`src/rtl/tcm_port_arb.sv`:
```
// Two-requester arbiter in front of one read-first TCM RAM port: A (CPU) has default
// priority, B (DMA/debug) gets anti-starvation, a bounded burst lock and 1-cycle responses.
module tcm_port_arb #(
    parameter int TCM_MEM_SIZE = 65536,
    parameter int STARVE_LIMIT = 4,
    parameter int LOCK_MAX     = 16,
    localparam int AW          = $clog2(TCM_MEM_SIZE / 8)
) (
    input  logic          clk_i,
    input  logic          rst_i,
    input  logic          a_req_i,
    input  logic [AW-1:0] a_addr_i,
    input  logic [63:0]   a_data_i,
    input  logic [7:0]    a_wr_i,
    output logic          a_accept_o,
    output logic          a_resp_valid_o,
    output logic [63:0]   a_resp_data_o,
    input  logic          b_req_i,
    input  logic          b_lock_i,
    input  logic [AW-1:0] b_addr_i,
    input  logic [63:0]   b_data_i,
    input  logic [7:0]    b_wr_i,
    output logic          b_accept_o,
    output logic          b_resp_valid_o,
    output logic [63:0]   b_resp_data_o,
    output logic [AW-1:0] ram_addr_o,
    output logic [63:0]   ram_data_o,
    output logic [7:0]    ram_wr_o,
    input  logic [63:0]   ram_data_i,
    output logic          lock_active_o
);

    typedef enum logic [0:0] {
        PRIO_A = 1'b0,
        LOCK_B = 1'b1
    } arb_state_e;

    localparam logic [3:0] STARVE_TOP = 4'(STARVE_LIMIT);
    localparam logic [7:0] LOCK_TOP   = 8'(LOCK_MAX);

    arb_state_e    state_r;
    arb_state_e    state_nxt_s;
    logic [3:0]    starve_r;
    logic [3:0]    starve_nxt_s;
    logic [7:0]    lock_cnt_r;
    logic [7:0]    lock_cnt_nxt_s;
    logic          a_grant_s;
    logic          b_grant_s;
    logic          a_resp_valid_r;
    logic          b_resp_valid_r;

    // Grant decision; no access is issued while reset is held so no response can be lost.
    always_comb begin
        a_grant_s = 1'b0;
        b_grant_s = 1'b0;
        if (rst_i) begin
            a_grant_s = 1'b0;
            b_grant_s = 1'b0;
        end else begin
            case (state_r)
                PRIO_A: begin
                    b_grant_s = b_req_i && (!a_req_i || (starve_r == STARVE_TOP));
                    a_grant_s = a_req_i && !b_grant_s;
                end
                LOCK_B: begin
                    // A only gets in on lock timeout or when B has dropped its request
                    a_grant_s = a_req_i && (!b_req_i || (lock_cnt_r == LOCK_TOP));
                    b_grant_s = b_req_i && !a_grant_s;
                end
                default: begin
                    a_grant_s = 1'b0;
                    b_grant_s = 1'b0;
                end
            endcase
        end
    end

    // Next-state for arbitration state, starvation counter and lock hold counter.
    always_comb begin
        state_nxt_s    = state_r;
        lock_cnt_nxt_s = lock_cnt_r;
        starve_nxt_s   = 4'd0;
        if (b_req_i && !b_grant_s) begin
            if (starve_r >= STARVE_TOP) begin
                starve_nxt_s = STARVE_TOP;
            end else begin
                starve_nxt_s = starve_r + 4'd1;
            end
        end else begin
            starve_nxt_s = 4'd0;
        end
        case (state_r)
            PRIO_A: begin
                if (b_grant_s && b_lock_i) begin
                    state_nxt_s    = LOCK_B;
                    lock_cnt_nxt_s = 8'd0;
                end else begin
                    state_nxt_s    = PRIO_A;
                    lock_cnt_nxt_s = lock_cnt_r;
                end
            end
            LOCK_B: begin
                if (b_grant_s) begin
                    if (lock_cnt_r >= LOCK_TOP) begin
                        lock_cnt_nxt_s = LOCK_TOP;
                    end else begin
                        lock_cnt_nxt_s = lock_cnt_r + 8'd1;
                    end
                end else if (a_grant_s) begin
                    lock_cnt_nxt_s = 8'd0;
                end else begin
                    lock_cnt_nxt_s = lock_cnt_r;
                end
                // Explicit unlock, or B let go of the bus: lock is abandoned
                if (!b_req_i || (b_grant_s && !b_lock_i)) begin
                    state_nxt_s = PRIO_A;
                end else begin
                    state_nxt_s = LOCK_B;
                end
            end
            default: begin
                state_nxt_s    = PRIO_A;
                lock_cnt_nxt_s = 8'd0;
            end
        endcase
    end

    // State, counters and response-valid registers.
    always_ff @(posedge clk_i) begin
        if (rst_i) begin
            state_r        <= PRIO_A;
            starve_r       <= 4'd0;
            lock_cnt_r     <= 8'd0;
            a_resp_valid_r <= 1'b0;
            b_resp_valid_r <= 1'b0;
        end else begin
            state_r        <= state_nxt_s;
            starve_r       <= starve_nxt_s;
            lock_cnt_r     <= lock_cnt_nxt_s;
            a_resp_valid_r <= a_grant_s;
            b_resp_valid_r <= b_grant_s;
        end
    end

    // RAM port mux; idle cycles drive all zeros so no stray write can happen.
    always_comb begin
        ram_addr_o = {AW{1'b0}};
        ram_data_o = 64'd0;
        ram_wr_o   = 8'd0;
        if (a_grant_s) begin
            ram_addr_o = a_addr_i;
            ram_data_o = a_data_i;
            ram_wr_o   = a_wr_i;
        end else if (b_grant_s) begin
            ram_addr_o = b_addr_i;
            ram_data_o = b_data_i;
            ram_wr_o   = b_wr_i;
        end else begin
            ram_addr_o = {AW{1'b0}};
            ram_data_o = 64'd0;
            ram_wr_o   = 8'd0;
        end
    end

    assign a_accept_o     = a_grant_s;
    assign b_accept_o     = b_grant_s;
    assign a_resp_valid_o = a_resp_valid_r;
    assign b_resp_valid_o = b_resp_valid_r;
    assign a_resp_data_o  = a_resp_valid_r ? ram_data_i : 64'd0;
    assign b_resp_data_o  = b_resp_valid_r ? ram_data_i : 64'd0;
    assign lock_active_o  = (state_r == LOCK_B);

endmodule

```
`config.mk`:
```
export PLATFORM = sky130hd
export DESIGN_NAME = tcm_port_arb
export DESIGN_NICKNAME = d
export VERILOG_FILES = /design/src/rtl/tcm_port_arb.sv
export SDC_FILE = /design/constraint.sdc
export NUM_CORES = 1
export LEC_CHECK = 0
export BUFFER_PORTS_ARGS = -buffer_cell sky130_fd_sc_hd__buf_4
export CELL_PAD_IN_SITES_DETAIL_PLACEMENT = 0
export CELL_PAD_IN_SITES_GLOBAL_PLACEMENT = 2
export CORE_AREA = 2 2 175 177
export DETAILED_ROUTE_END_ITERATION = 6
export DIE_AREA = 0 0 177 179
export PLACE_DENSITY = 0.71
export SYNTH_ARGS = -nofsm -noshare
export SYNTH_HDL_FRONTEND = slang
export SYNTH_SLANG_ARGS = --single-unit
```
`constraint.sdc`:
```
create_clock -name clk_i -period 1.91 [get_ports clk_i]
set_input_delay 0.382 -clock clk_i [delete_from_list [all_inputs] [get_ports clk_i]]
set_output_delay 0.382 -clock clk_i [all_outputs]
set_load 0.02 [all_outputs]
```
Word-level counts from Yosys, hierarchy flattened:

Index checks and enable logic that the tools add are counted.

* logic and storage cells: 56
* input bits: 239
* output and inout bits: 218
* flip-flop bits (word level): 15

* mux-type cells: 21
* magnitude comparators: 2
* reductions and logical operators: 19
* bitwise logic cells: 2
* eq/ne operators: 4
* $add $sub $neg: 2

Operator list (count)
* 2-to-1 mux 64 bit: 4
* 2-to-1 mux 8 bit: 6
* 2-to-1 mux 13 bit: 2
* one-hot mux 8 bit (2 select lines): 1
* adder 8 x 1 -> 8 bit, second input constant: 1
* equality test 8 x 5 -> 1 bit, second input constant: 1
* >= comparator 8 x 5 -> 1 bit, second input constant: 1
* logical AND 1 bit: 7
* zero test 1 bit: 6
* one-hot mux 1 bit (2 select lines): 3
* adder 4 x 1 -> 4 bit, second input constant: 1
* equality test 4 x 3 -> 1 bit, second input constant: 1
* >= comparator 4 x 3 -> 1 bit, second input constant: 1
* 2-to-1 mux 1 bit: 4
* logical OR 1 bit: 3
* 2-to-1 mux 3 bit: 1
* inequality test 3 x 2 -> 1 bit, second input constant: 1
* OR reduction 3 bit: 1
* inequality test 2 bit, second input constant: 1
* NOT 1 bit: 2
* AND reduction 2 bit: 1
* OR reduction 2 bit: 1

Logic depth before layout (Yosys ltp):

* depth after elaboration: 11
* mapped depth: 8
* gate-level depth less buffers: 6

Worst setup path before layout:

Ideal clock, no wire load.

* kind: register to output
* start: register lock_cnt_r[0]
* end: output port ram_addr_o[10]
* required time: 1.528 ns
* path slack: -0.193 ns
* cell stages (with the launch flop): 8
* arrival time: 1.721 ns
* path buffers: 1
* cells stage by stage: dfxtp_1 inv_1 ha_1 and4bb_4 a211o_4 nand2_4 buf_2 a32o_1

* cells in the longest elaborated chain, start to end: 9
* elaborated cells on any way between the ends: 11
* classes of those cells: eq/ne (1); mux (6); reduce/logical (4)

RTL lines
* start: declaration: line 45 `logic [7:0] lock_cnt_r;`
* start signal: assignment: line 139 `lock_cnt_r <= lock_cnt_nxt_s;`
* equality test 8 x 5 -> 1 bit: line 67 `a_grant_s = a_req_i && (!b_req_i || (lock_cnt_r == LOCK_TOP));`
* logical OR 1 bit: line 67
* logical AND 1 bit: line 67
* zero test 1 bit: line 68 `b_grant_s = b_req_i && !a_grant_s;`
* logical AND 1 bit: line 68
* one-hot mux 1 bit (2 select lines): line 60 `case (state_r)`
* 2-to-1 mux 1 bit: line 56 `if (rst_i) begin`
* named net b_accept_o: line 23 `output logic b_accept_o,`
* 2-to-1 mux 13 bit: line 154 `end else if (b_grant_s) begin`
* 2-to-1 mux 13 bit: line 150 `if (a_grant_s) begin`
* end: declaration: line 26 `output logic [AW-1:0] ram_addr_o,`

The timed path passes the listed nets, and every way through them passes these cells.

Worst setup path after layout:

* start: register lock_cnt_r[0]
* end: output port ram_data_o[61]

* cells in the longest elaborated chain, start to end: 9
* elaborated cells on any way between the ends: 11
* classes of those cells: eq/ne (1); mux (6); reduce/logical (4)

RTL lines
* equality test 8 x 5 -> 1 bit *: line 67
* logical OR 1 bit *: line 67
* logical AND 1 bit *: line 67
* zero test 1 bit: line 68
* logical AND 1 bit: line 68
* one-hot mux 1 bit (2 select lines): line 60
* 2-to-1 mux 1 bit: line 56
* 2-to-1 mux 64 bit: line 154
* 2-to-1 mux 64 bit *: line 150
* end: declaration: line 27 `output logic [63:0] ram_data_o,`

Every way passes the cells marked *; elsewhere a longest branch is shown, timed or not.

==> results.tsv <==
stage	metric	value	unit
global_routing	antenna_found_initial	3	
cts	root_buffer	clkbuf_16	
sta	setup_slack	-0.4664	ns
routing	wl_per_cell	19.16	um
die	die_area	0.03168	mm^2
placement	place.gp.congestion	0.7556	
worst_setup_path	cp_max_fo	12	
logic_synthesis	synthDistinctLibCells	38	
die	die_h	179	um
sta	fin_crit_sh	1.244	
logic_synthesis	synth_fa_ha_area_frac	0.01910	
final_layout	utilization	0.2466	
routing	firstDrtPassIters	4	
cts	postCtsHoldBufs	0	
logic_synthesis	synth_common_cells	134 x and2_1, 85 x a32o_1, 22 x clkbuf_1	
worst_setup_path	crit_path_end	ram_data_o[61]	
sta	final-max-slew-violation-count	0	
global_routing	grtUsageTotal	0.1253	
worst_setup_path	rrSetupSlack	0.15	ns
logic_synthesis	synth_most_common_cell	and2_1	
logic_synthesis	synth_ff_type	dfxtp_1	
routing	totalWireLength	22940	um
worst_setup_path	cp-end-kind	primary output	
routing	antenna_left	0	
logic_synthesis	yosysSeqAreaShare	0.1146	
die	row_count	64	
worst_setup_path	r2r_end	lock_cnt_r[4]	
worst_setup_path	worstPathRequired	1.53	ns
cts	numCtsBuffers	3	
worst_setup_path	crit_arrival	1.99	ns
worst_setup_path	reg2regPathDepth	8	
die	ios	457	
cts	clk_pin_slew_worst_paths	0.05	ns
worst_setup_path	critPathLaunch	lock_cnt_r[0]	
logic_synthesis	synth_compound_area_frac	0.3811	
hold_path	worst_hold_path_type	in -> reg	
final_layout	nets	1044	
placement	pre_cts_slack	-0.3455	ns
cts	cts.path.max_buffers	2	
die	fp.coreArea	0.03003	mm^2
routing	drc	0	
sta	rsz0062_at_grt	yes	
worst_setup_path	start_kind	flop	
logic_synthesis	synth_area_leader_cell	a32o_1	
global_routing	grt_first_pass_wirelength	29440	um
logic_synthesis	yosys_warnings	0	
cts	cts_sinks	15	
logic_synthesis	synth-seq-cells	15	
worst_setup_path	path_class	reg -> out	
final_layout	fillers	3344	
pwr	leakagePower	4.073	nW
cts	cts_tree	done	
logic_synthesis	netlist_top_cells_area	a32o_1 32%, and2_1 32%, dfxtp_1 11%	
logic_synthesis	avgSynthCellArea	7.939	um^2
logic_synthesis	synthMuxAreaShare	0.004298	
cts	h-tree-depth	1	
pwr	power	2.369	mW
sta	period_minus_slack	2.376	ns
placement	place_inst	1186	
placement	place_area	0.006867	mm^2
sta	setup_viol_count_final	87	
sta	worst_hold_slack	0.4372	ns
worst_setup_path	worst_path_max_delay_cell	dfxtp_2	
routing	drtIter0Drc	110	
final_layout	area_delta_synth_final	182.7	%
placement	io_buffers	456	
logic_synthesis	synth-edff-count	0	
placement	hpwl	19770	um
logic_synthesis	netlist_area	0.002620	mm^2
logic_synthesis	syn_nets	573	
sta	fmax	0.4208	GHz
logic_synthesis	synthSimpleGateAreaFrac	0.3830	
sta	setup_tns	-37.05	ns
final_layout	design_area	0.007406	mm^2
sta	finalHoldViolCount	0	
logic_synthesis	postSynthCellCount	330	
final_layout	instances_no_fill	1197	
run_status	failed_checks	setup timing	
global_routing	grt_max_degree	66	
worst_setup_path	cp_cell_sequence	inv_2 -> ha_4 -> and4bb_4 -> a21boi_4 -> o21ai_4 -> buf_12 -> clkbuf_16 -> a32o_2 -> buf_6	
routing	vias	4642	
logic_synthesis	synth_top_area_frac	0.3247	
global_routing	first_global_vias	4487	
logic_synthesis	postSynth.asyncResetShare	0	
pwr	ir_worst_vdd	436.0	uV
final_layout	drive_above_1_share	0.7650	
run_status	outcome	finished with violations	
worst_setup_path	worstReg2RegStart	lock_cnt_r[0]	
die	start_util	0.08725	
pwr	cellPowerDensity	319.8	mW/mm^2
logic_synthesis	synth_top_family_by_area	simple AND/OR/NAND/NOR gates	
flow_run	maxCapViolations	0	
sta	finClkSkew	0.006381	ns
die	die_x	177	um
worst_setup_path	cpPeakStageDelay	0.33	ns
global_routing	grt.overflow.total	0	
logic_synthesis	synth_xor_area_frac	0.003343	
routing	routed_via_density	3.878	
cts	clk_latency	0.24	ns
==> worst min path at each step <==
stage | start | end | slack (ns) | cells after the start
after floorplan | lock_cnt_r[7] | lock_cnt_r[7] | 0.47 | 1
after global placement | lock_cnt_r[5] | lock_cnt_r[5] | 0.49 | 1
after detailed placement | lock_cnt_r[6] | lock_cnt_r[6] | 0.50 | 1
after CTS | b_lock_i | lock_active_o | 0.44 | 3
after global routing | b_lock_i | lock_active_o | 0.45 | 3
final | b_lock_i | lock_active_o | 0.44 | 3
==> layer usage <==
| metal | routed length (um) | vias up | track usage |
|---|---|---|---|
| li1 | - | 2200 | - |
| met1 | 9284 | 2125 | 0.1613 |
| met2 | 11240 | 301 | 0.2185 |
| met3 | 1995 | 14 | 0.02226 |
| met4 | 396 | 2 | 0.02479 |
| met5 | 18 | - | 0 |
==> cell type report <==
| class | count | area [um^2] | area share |
|---|---|---|---|
| clock inverter | 1 | 5.005 | 0.0006758 |
| sequential | 15 | 302.8 | 0.04089 |
| inverter | 5 | 18.77 | 0.002534 |
| timing repair buffer | 507 | 4267 | 0.5761 |
| tap | 396 | 495.5 | 0.06690 |
| antenna | 1 | 2.502 | 0.0003379 |
| multi-input combinational | 269 | 2240 | 0.3024 |
| clock buffer | 3 | 75.07 | 0.01014 |
==> kinds of logic (layout without fill, tap and decap cells) <==
group           Yosys count  after routing
compound gates          103            103
xor+xnor                  1              1
fa+ha+maj                 4              4
buf+inv                  47            516
flops                    15             15
mux                       1              1
other cells               1              2
simple gates            158            159
==> where the power goes <==
part,switching [mW],internal (mW),total [mW]
clock network,0.127,0.279,0.406
registers,0.00482,0.319,0.324
logic,0.749,0.889,1.64
==> registers in the layout (all words and copies together) (netlist names) <==
name and cells:
a_resp_valid_o 1, b_resp_valid_o 1, lock_active_o 1, lock_cnt_r 8, starve_r 4
==> repair_timing <==
item | in CTS | in global routing
pin swaps | 17 | 6
gates resized for setup | 85 | 12
endpoints found under the setup margin | 87 | 87
cloned | 1 | 2
setup buffers | 1 | 2
==> cells in the final DEF (no fill, tap or decap), types with 3 or more instances in the layout <==
cell type,n
buf_12,7
a21oi_1,4
buf_4,416
inv_1,3
nor2b_1,4
buf_8,3
o21ai_0,3
dfxtp_1,13
a32o_2,84
ha_1,3
nand2_1,3
buf_6,78
clkbuf_16,4
and2_1,133
==> worst max-delay path, delay by kind of cell (launching register included) <==
family	cells	cell delay (ns)
buf+inv	4	0.51
flops	1	0.33
compound gates	3	0.53
simple gates	1	0.22
fa+ha+maj	1	0.15
Note: power is estimated with default switching activity, not from simulation.
